===== src/rtl/instruction_register.sv =====
// Instruction register: captures the bus word on load and exposes opcode/address fields plus a valid flag.
// Latency 1 clk from load to d_out. There is no backpressure, so every load edge captures a new word.
module instruction_register #(
    parameter int word_size = 8,
    parameter int op_size   = 3
) (
    output logic [word_size-1:0]         d_out,
    input  logic [word_size-1:0]         d_in,
    input  logic                         rst,
    input  logic                         clk,
    input  logic                         load,
    output logic [op_size-1:0]           opcode,
    output logic [word_size-op_size-1:0] address,
    output logic                         ir_valid
);

    // Reset is tested first, so an X on load cannot reach the state while rst is high.
    always_ff @(posedge clk or posedge rst) begin
        if (rst) begin
            d_out    <= '0;
            ir_valid <= 1'b0;
        end else if (load) begin
            d_out    <= d_in;
            ir_valid <= 1'b1;
        end
    end

    assign opcode  = d_out[word_size-1 -: op_size];
    assign address = d_out[word_size-op_size-1:0];

endmodule


===== config.mk =====
export PLATFORM = sky130hd
export DESIGN_NAME = instruction_register
export DESIGN_NICKNAME = d
export VERILOG_FILES = /design/src/rtl/instruction_register.sv
export SDC_FILE = /design/constraint.sdc
export NUM_CORES = 1
export LEC_CHECK = 0
export ABC_AREA = 1
export BUFFER_PORTS_ARGS = -buffer_cell sky130_fd_sc_hd__buf_4
export CAP_MARGIN = 30
export CORE_MARGIN = 3
export CORE_UTILIZATION = 30
export DETAILED_ROUTE_END_ITERATION = 8
export PLACE_DENSITY = 0.66
export SYNTH_ARGS = -nofsm -noshare
export SYNTH_HDL_FRONTEND = slang
export SYNTH_SLANG_ARGS = --single-unit

===== constraint.sdc =====
create_clock -name clk -period 2 [get_ports clk]
set_clock_uncertainty 0.1 [all_clocks]
set_input_delay 0.1 -clock clk [delete_from_list [all_inputs] [get_ports clk]]
set_output_delay 0.1 -clock clk [all_outputs]
set_load 0.01 [all_outputs]

==> flow_summary.json, run 1 <==
{
  "viasPerCell": 4.23,
  "slew_headroom_pct": 77.3,
  "worstPathRequired_ns": 1.80,
  "leakagePower_nw": 0.370,
  "drtIter0Drc": 7,
  "fin_nets": 88,
  "setup_tns_ns": 0,
  "cp_max_fo": 3,
  "r2r_cells": 1,
  "post-route-period-util_pct": 50.5,
  "antenna_found_initial": 0,
  "clockBufferDepth": 2,
  "synth.cells.most_frequent": "24 x nand2_1, 9 x dfrtp_1, 8 x buf_4",
  "core_area_um2": 1170,
  "fin_util_pct": 56.8,
  "setup.worst_path.class": "flip-flop to output port",
  "seq_area_frac_synth_pct": 56.3,
  "worst_hold_startpoint": "load",
  "die_h_um": 42.5,
  "clock-root-buffer": "clkbuf_4",
  "insertedDiodeCount": 0,
  "clk_pin_slew_worst_paths_ns": 0.06,
  "syn_area_um2": 400,
  "gr-total-overflow": 0,
  "cp_top_family": "flip-flops",
  "status": "complete, no violations",
  "cp_num_cells": 1,
  "syn2layout_area_growth_pct": 66.2,
  "multi_input_area_um2": 96.3,
  "start_util_pct": 34.2,
  "cpPeakStageDelay_ns": 0.40,
  "setup_violations": 0,
  "grt_pass1_wl_um": 1680,
  "tightest_slew_ns": 0.341,
  "rsz0062_at_grt": "false",
  "synth_area_leaders": "dfrtp_1 56%, nand2_1 22%, buf_4 15%, buf_6 2.8%, or2_1 1.6%",
  "grt_start_max_net_pins": 11,
  "holdPathStages": 3,
  "wl_per_cell_um": 10.6,
  "synth_seq_cells": 9,
  "drive_gt1_share_pct": 40.8,
  "cap_violations": 0,
  "synth_area_leader_cell": "dfrtp_1",
  "ios": 28,
  "portBuffers": 27,
  "end_kind": "output port",
  "drc": 0,
  "h-tree-depth": 1,
  "cp_cell_sequence": "buf_4",
  "vias": 381,
  "reg2reg_setup_slack_ns": 1.20,
  "cts-resized-gates": 0,
  "syn_nets": 56,
  "reg2reg_from": "ir_valid$_DFFE_PP0P_",
  "ys_types": 7,
  "powerDensity_nw_per_um2": 685,
  "fillers": 113,
  "slew_viol_final": 0,
  "yosys.area.top_type_share_pct": 56.3,
  "dieArea_um2": 1810,
  "cp_data_arrival_time_ns": 0.81,
  "seqCellArea_um2": 225,
  "avgSynthCellArea_um2": 8.90,
  "clk_latency_ns": 0.26,
  "period_needed_ns": 1.01,
  "worst-path-buf-inv": 1,
  "cts_buffers": 3,
  "clock-sinks": 9,
  "worstHoldPathType": "primary input to flip-flop",
  "drt_pass1_iterations": 3,
  "holdPathEnd": "d_out[7]$_DFFE_PP0P_",
  "place.detailed.hpwl_um": 600,
  "worst_setup_path_start_kind": "flip-flop",
  "first_global_vias": 398,
  "synthCells": 45,
  "hold_viol_final": 0,
  "postRouteAntennaNets": 0,
  "fmax_mhz": 991,
  "dieWidth_um": 42.5,
  "rows": 12,
  "ys.flop_type": "dfrtp_1",
  "wirelength_um": 956,
  "place.gp.congestion": 0.575,
  "yosysWarnings": 0,
  "yosysMostFrequentCell": "nand2_1",
  "track_usage_pct": 12.6,
  "synth_edf_count": 0,
  "r2r_end": "ir_valid$_DFFE_PP0P_",
  "crit_path_top_delay_cell": "dfrtp_1",
  "synth-async-reset-ratio_pct": 100,
  "vdd_ir_drop_max_mv": 0.316,
  "cts_tree": "built"
}
cell usage in the layout (no fill, tap or decap):
master         instances
clkbuf_4               3
inv_2                  1
inv_1                  1
nand2_1               24
dfrtp_1                9
clkbuf_1               1
buf_4                 27
dlygate4sd3_1          9
or2_1                  1
layout make-up:
| type | instances | share of cell area [%] |
|---|---|---|
| tap | 14 | 2.63 |
| clock buffer | 4 | 3.95 |
| sequential | 9 | 33.8 |
| timing repair buffer | 36 | 44.0 |
| multi-input combinational | 25 | 14.5 |
| inverter | 2 | 1.13 |
tightest hold or removal path, delay by kind of cell:
| kind | cells | cell delay (ns) |
|---|---|---|
| buffers and inverters | 1 | 0.14 |
| and+or+nand+nor | 2 | 0.11 |
how the worst max path moves through the flow:
stage	from	to
finish	d_out[2]$_DFFE_PP0P_	address[2]
global route	d_out[0]$_DFFE_PP0P_	d_out[0]
CTS	d_out[7]$_DFFE_PP0P_	d_out[7]
detailed placement	ir_valid$_DFFE_PP0P_	ir_valid$_DFFE_PP0P_
global placement	ir_valid$_DFFE_PP0P_	ir_valid$_DFFE_PP0P_
floorplan	ir_valid$_DFFE_PP0P_	ir_valid$_DFFE_PP0P_
timing repair:
action                                 CTS  global route
hold buffers                             9             0
setup buffers                            0             0
endpoints found under the hold margin   17             0
setup endpoints to repair                0             0
power by group:
group	total [mW]	internal (mW)	leakage (nW)	switching [mW]
registers	0.208	0.197	0.106	0.0111
logic	0.110	0.0644	0.249	0.0457
clock network	0.138	0.0767	0.0150	0.0615
routing by layer:
metal / up-vias / GRT usage [%] / share of wire (%)
li1: 188 / - / -
met1: 172 / 12.8 / 36
met2: 19 / 22.8 / 54
met3: 2 / 3.00 / 9.1
met4: 0 / 7.45 / 0.63
met5: - / 0 / 0
metrics by stage:
stage                     power, mW  hold slack, ns  worst slack [ns]  std cells  area (um^2)
after global placement        0.306         -0.0178              1.23         77          549
after floorplan               0.266          -0.172              1.19         45          400
after global routing          0.484          0.0340             0.949         90          666
after CTS                     0.462          0.0176             0.986         90          666
final                         0.456          0.0215             0.991         90          666
after detailed placement      0.308         -0.0129              1.22         77          549
state kept, by name, summed over array words and instances (netlist names):
signal and count:
d_out 8, ir_valid 1
cell families (layout without fill, tap and decap cells):
| kind of cell | after synthesis | count (layout) | synth area share [%] |
|---|---|---|---|
| and+or+nand+nor | 25 | 25 | 24.1 |
| buffers and inverters | 11 | 42 | 19.7 |
| DFF | 9 | 9 | 56.3 |
Power figures use the tool's default switching activity.
==> run 2: changes to the inputs <==
Settings changed: PLACE_DENSITY 0.66 to 0.68.
Clock period 2 ns to 0.84 ns, I/O delays scaled along.
==> run 2 against run 1 <==
Net effect: routed wire length rose by 4.1%; the run now ends with negative hold slack, negative setup slack left; worst setup slack got worse by 1.1 ns; count of clock-buffer cells in the layout did not move; combinational power rose to 2.9 times the previous value; non-clock buffer count rose by 4.
==> flow_summary.json, run 2 (synthesis results as in run 1) <==
{
  "start_util_pct": 34.2,
  "track_usage_pct": 11.8,
  "clock-root-buffer": "clkbuf_4",
  "wl_per_cell_um": 10.6,
  "period_needed_ns": 0.949,
  "slew_headroom_pct": 76.5,
  "dpl_cell_area_um2": 549,
  "cp_cell_sequence": "buf_6",
  "insertedDiodeCount": 0,
  "place_inst": 77,
  "ios": 28,
  "multi_input_area_um2": 98.8,
  "violations": "negative hold slack, negative setup slack",
  "fin_nets": 92,
  "place.gp.congestion": 0.682,
  "status": "finished, violations left",
  "antenna_found_initial": 0,
  "final_cell_mix": "23 x nand2_1, 18 x buf_4, 13 x buf_6",
  "place.detailed.hpwl_um": 605,
  "grt_pass1_wl_um": 1580,
  "setup.worst_path.class": "flip-flop to output port",
  "grt_start_max_net_pins": 11,
  "slew_viol_final": 0,
  "leakagePower_nw": 0.405,
  "vias": 387,
  "gr-total-overflow": 0,
  "final_cell_area_um2": 747,
  "fillers": 106,
  "postRouteAntennaNets": 0,
  "cpPeakStageDelay_ns": 0.41,
  "cts_hold_buffers": 9,
  "p_switching_uw": 299,
  "clock-sinks": 9,
  "rsz0062_at_grt": "true",
  "clk_pin_slew_worst_paths_ns": 0.06,
  "drive_gt1_share_pct": 45.0,
  "top_regs": "d_out: 8 flops, ir_valid: 1 flops",
  "layout_setup_ws_ns": -0.109,
  "drtIter0Drc": 7,
  "vdd_ir_drop_max_mv": 0.707,
  "syn2layout_area_growth_pct": 86.6,
  "viasPerCell": 4.12,
  "dieArea_um2": 1810,
  "swShare_pct": 25.9,
  "largest_reg_flops": 8,
  "first_global_vias": 362,
  "setup_tns_ns": -1.73,
  "crit_path_top_delay_cell": "dfrtp_1",
  "clk_latency_ns": 0.26,
  "worst-path-buf-inv": 1,
  "cts_buffers": 3,
  "worstHoldPathType": "primary input to flip-flop",
  "cp_data_arrival_time_ns": 0.81,
  "cts_tree": "built",
  "hold_viol_final": 9,
  "wirelength_um": 995,
  "h-tree-depth": 1,
  "rows": 12,
  "drc": 0,
  "drt_pass1_iterations": 2,
  "p_int_uw": 854,
  "cp_top_family": "flip-flops",
  "dieWidth_um": 42.5,
  "post-route-period-util_pct": 113,
  "top_register": "d_out",
  "fmax_mhz": 1050,
  "end_kind": "output port",
  "seqCellArea_um2": 225,
  "core_area_um2": 1170,
  "power.total_mw": 1.15,
  "hold_slack_ns": -0.0322,
  "worstPathRequired_ns": 0.70,
  "seqPwrFrac_pct": 43.7,
  "final_common_cell": "nand2_1",
  "cp_max_fo": 3,
  "combPwrFrac_pct": 27.9,
  "instances_no_fill": 94,
  "powerDensity_nw_per_um2": 1540,
  "clkPwrFrac_pct": 28.5,
  "portBuffers": 27,
  "tightest_slew_ns": 0.352,
  "worst_setup_path_start_kind": "flip-flop",
  "clockBufferDepth": 2,
  "cap_violations": 0,
  "die_h_um": 42.5,
  "setup_violations": 21
}
-- run 2: cell types whose count changed in the layout (fill, tap and decap cells not counted), sizes merged --
| cell | previous run | this run |
|---|---|---|
| buf | 27 | 31 |
-- run 2: worst paths after layout --
path	end	startpoint	cells past startpoint	slack, ns
max	d_out[0]	d_out[0]$_DFFE_PP0P_	1	-0.11
min	d_out[0]$_DFFE_PP0P_	load	3	-0.03
max reg2reg	d_out[5]$_DFFE_PP0P_	d_out[5]$_DFFE_PP0P_	3	-0.02
min reg2reg	ir_valid$_DFFE_PP0P_	ir_valid$_DFFE_PP0P_	1	0.40
max in group asynchronous	d_out[7]$_DFFE_PP0P_	rst	3	0.15
min in group asynchronous	d_out[4]$_DFFE_PP0P_	rst	3	0.22
-- run 2: power by group through the flow --
stage                     registers (mW)  clock network, mW  logic, mW
after detailed placement           0.501                  0      0.233
after CTS                          0.496              0.347      0.288
after global routing               0.510              0.372      0.350
after global placement             0.499                  0      0.231
final                              0.504              0.328      0.321
after floorplan                    0.516                  0      0.117
-- run 2: cell type report --
cell class                 count  area share (%)
timing repair buffer          40            49.7
clock buffer                   4            3.52
multi-input combinational     25            13.2
inverter                       2            1.01
sequential                     9            30.2
tap                           14            2.35
-- run 2: routing by layer --
metal / GRT usage (%) / part of all wire (%)
met4: 7.45 / 0
met1: 15.6 / 40
met2: 17.3 / 53
met5: 0 / 0
met3: 2.58 / 7.1
-- run 2: timing repair --
item	in CTS	in global routing
endpoints found under the hold margin	18	6
setup endpoints to repair	17	19
pin swaps	0	0
gates resized for setup	5	9
setup buffers	2	2
-- run 2: per-stage QoR --
step	setup WS, ns	util [%]
6_report	-0.109	63.8
5_1_grt	-0.156	63.8
4_1_cts	-0.121	59.7
3_5_place_dp	0.0626	46.9
3_3_place_gp	0.0685	46.9
2_1_floorplan	0.0277	-
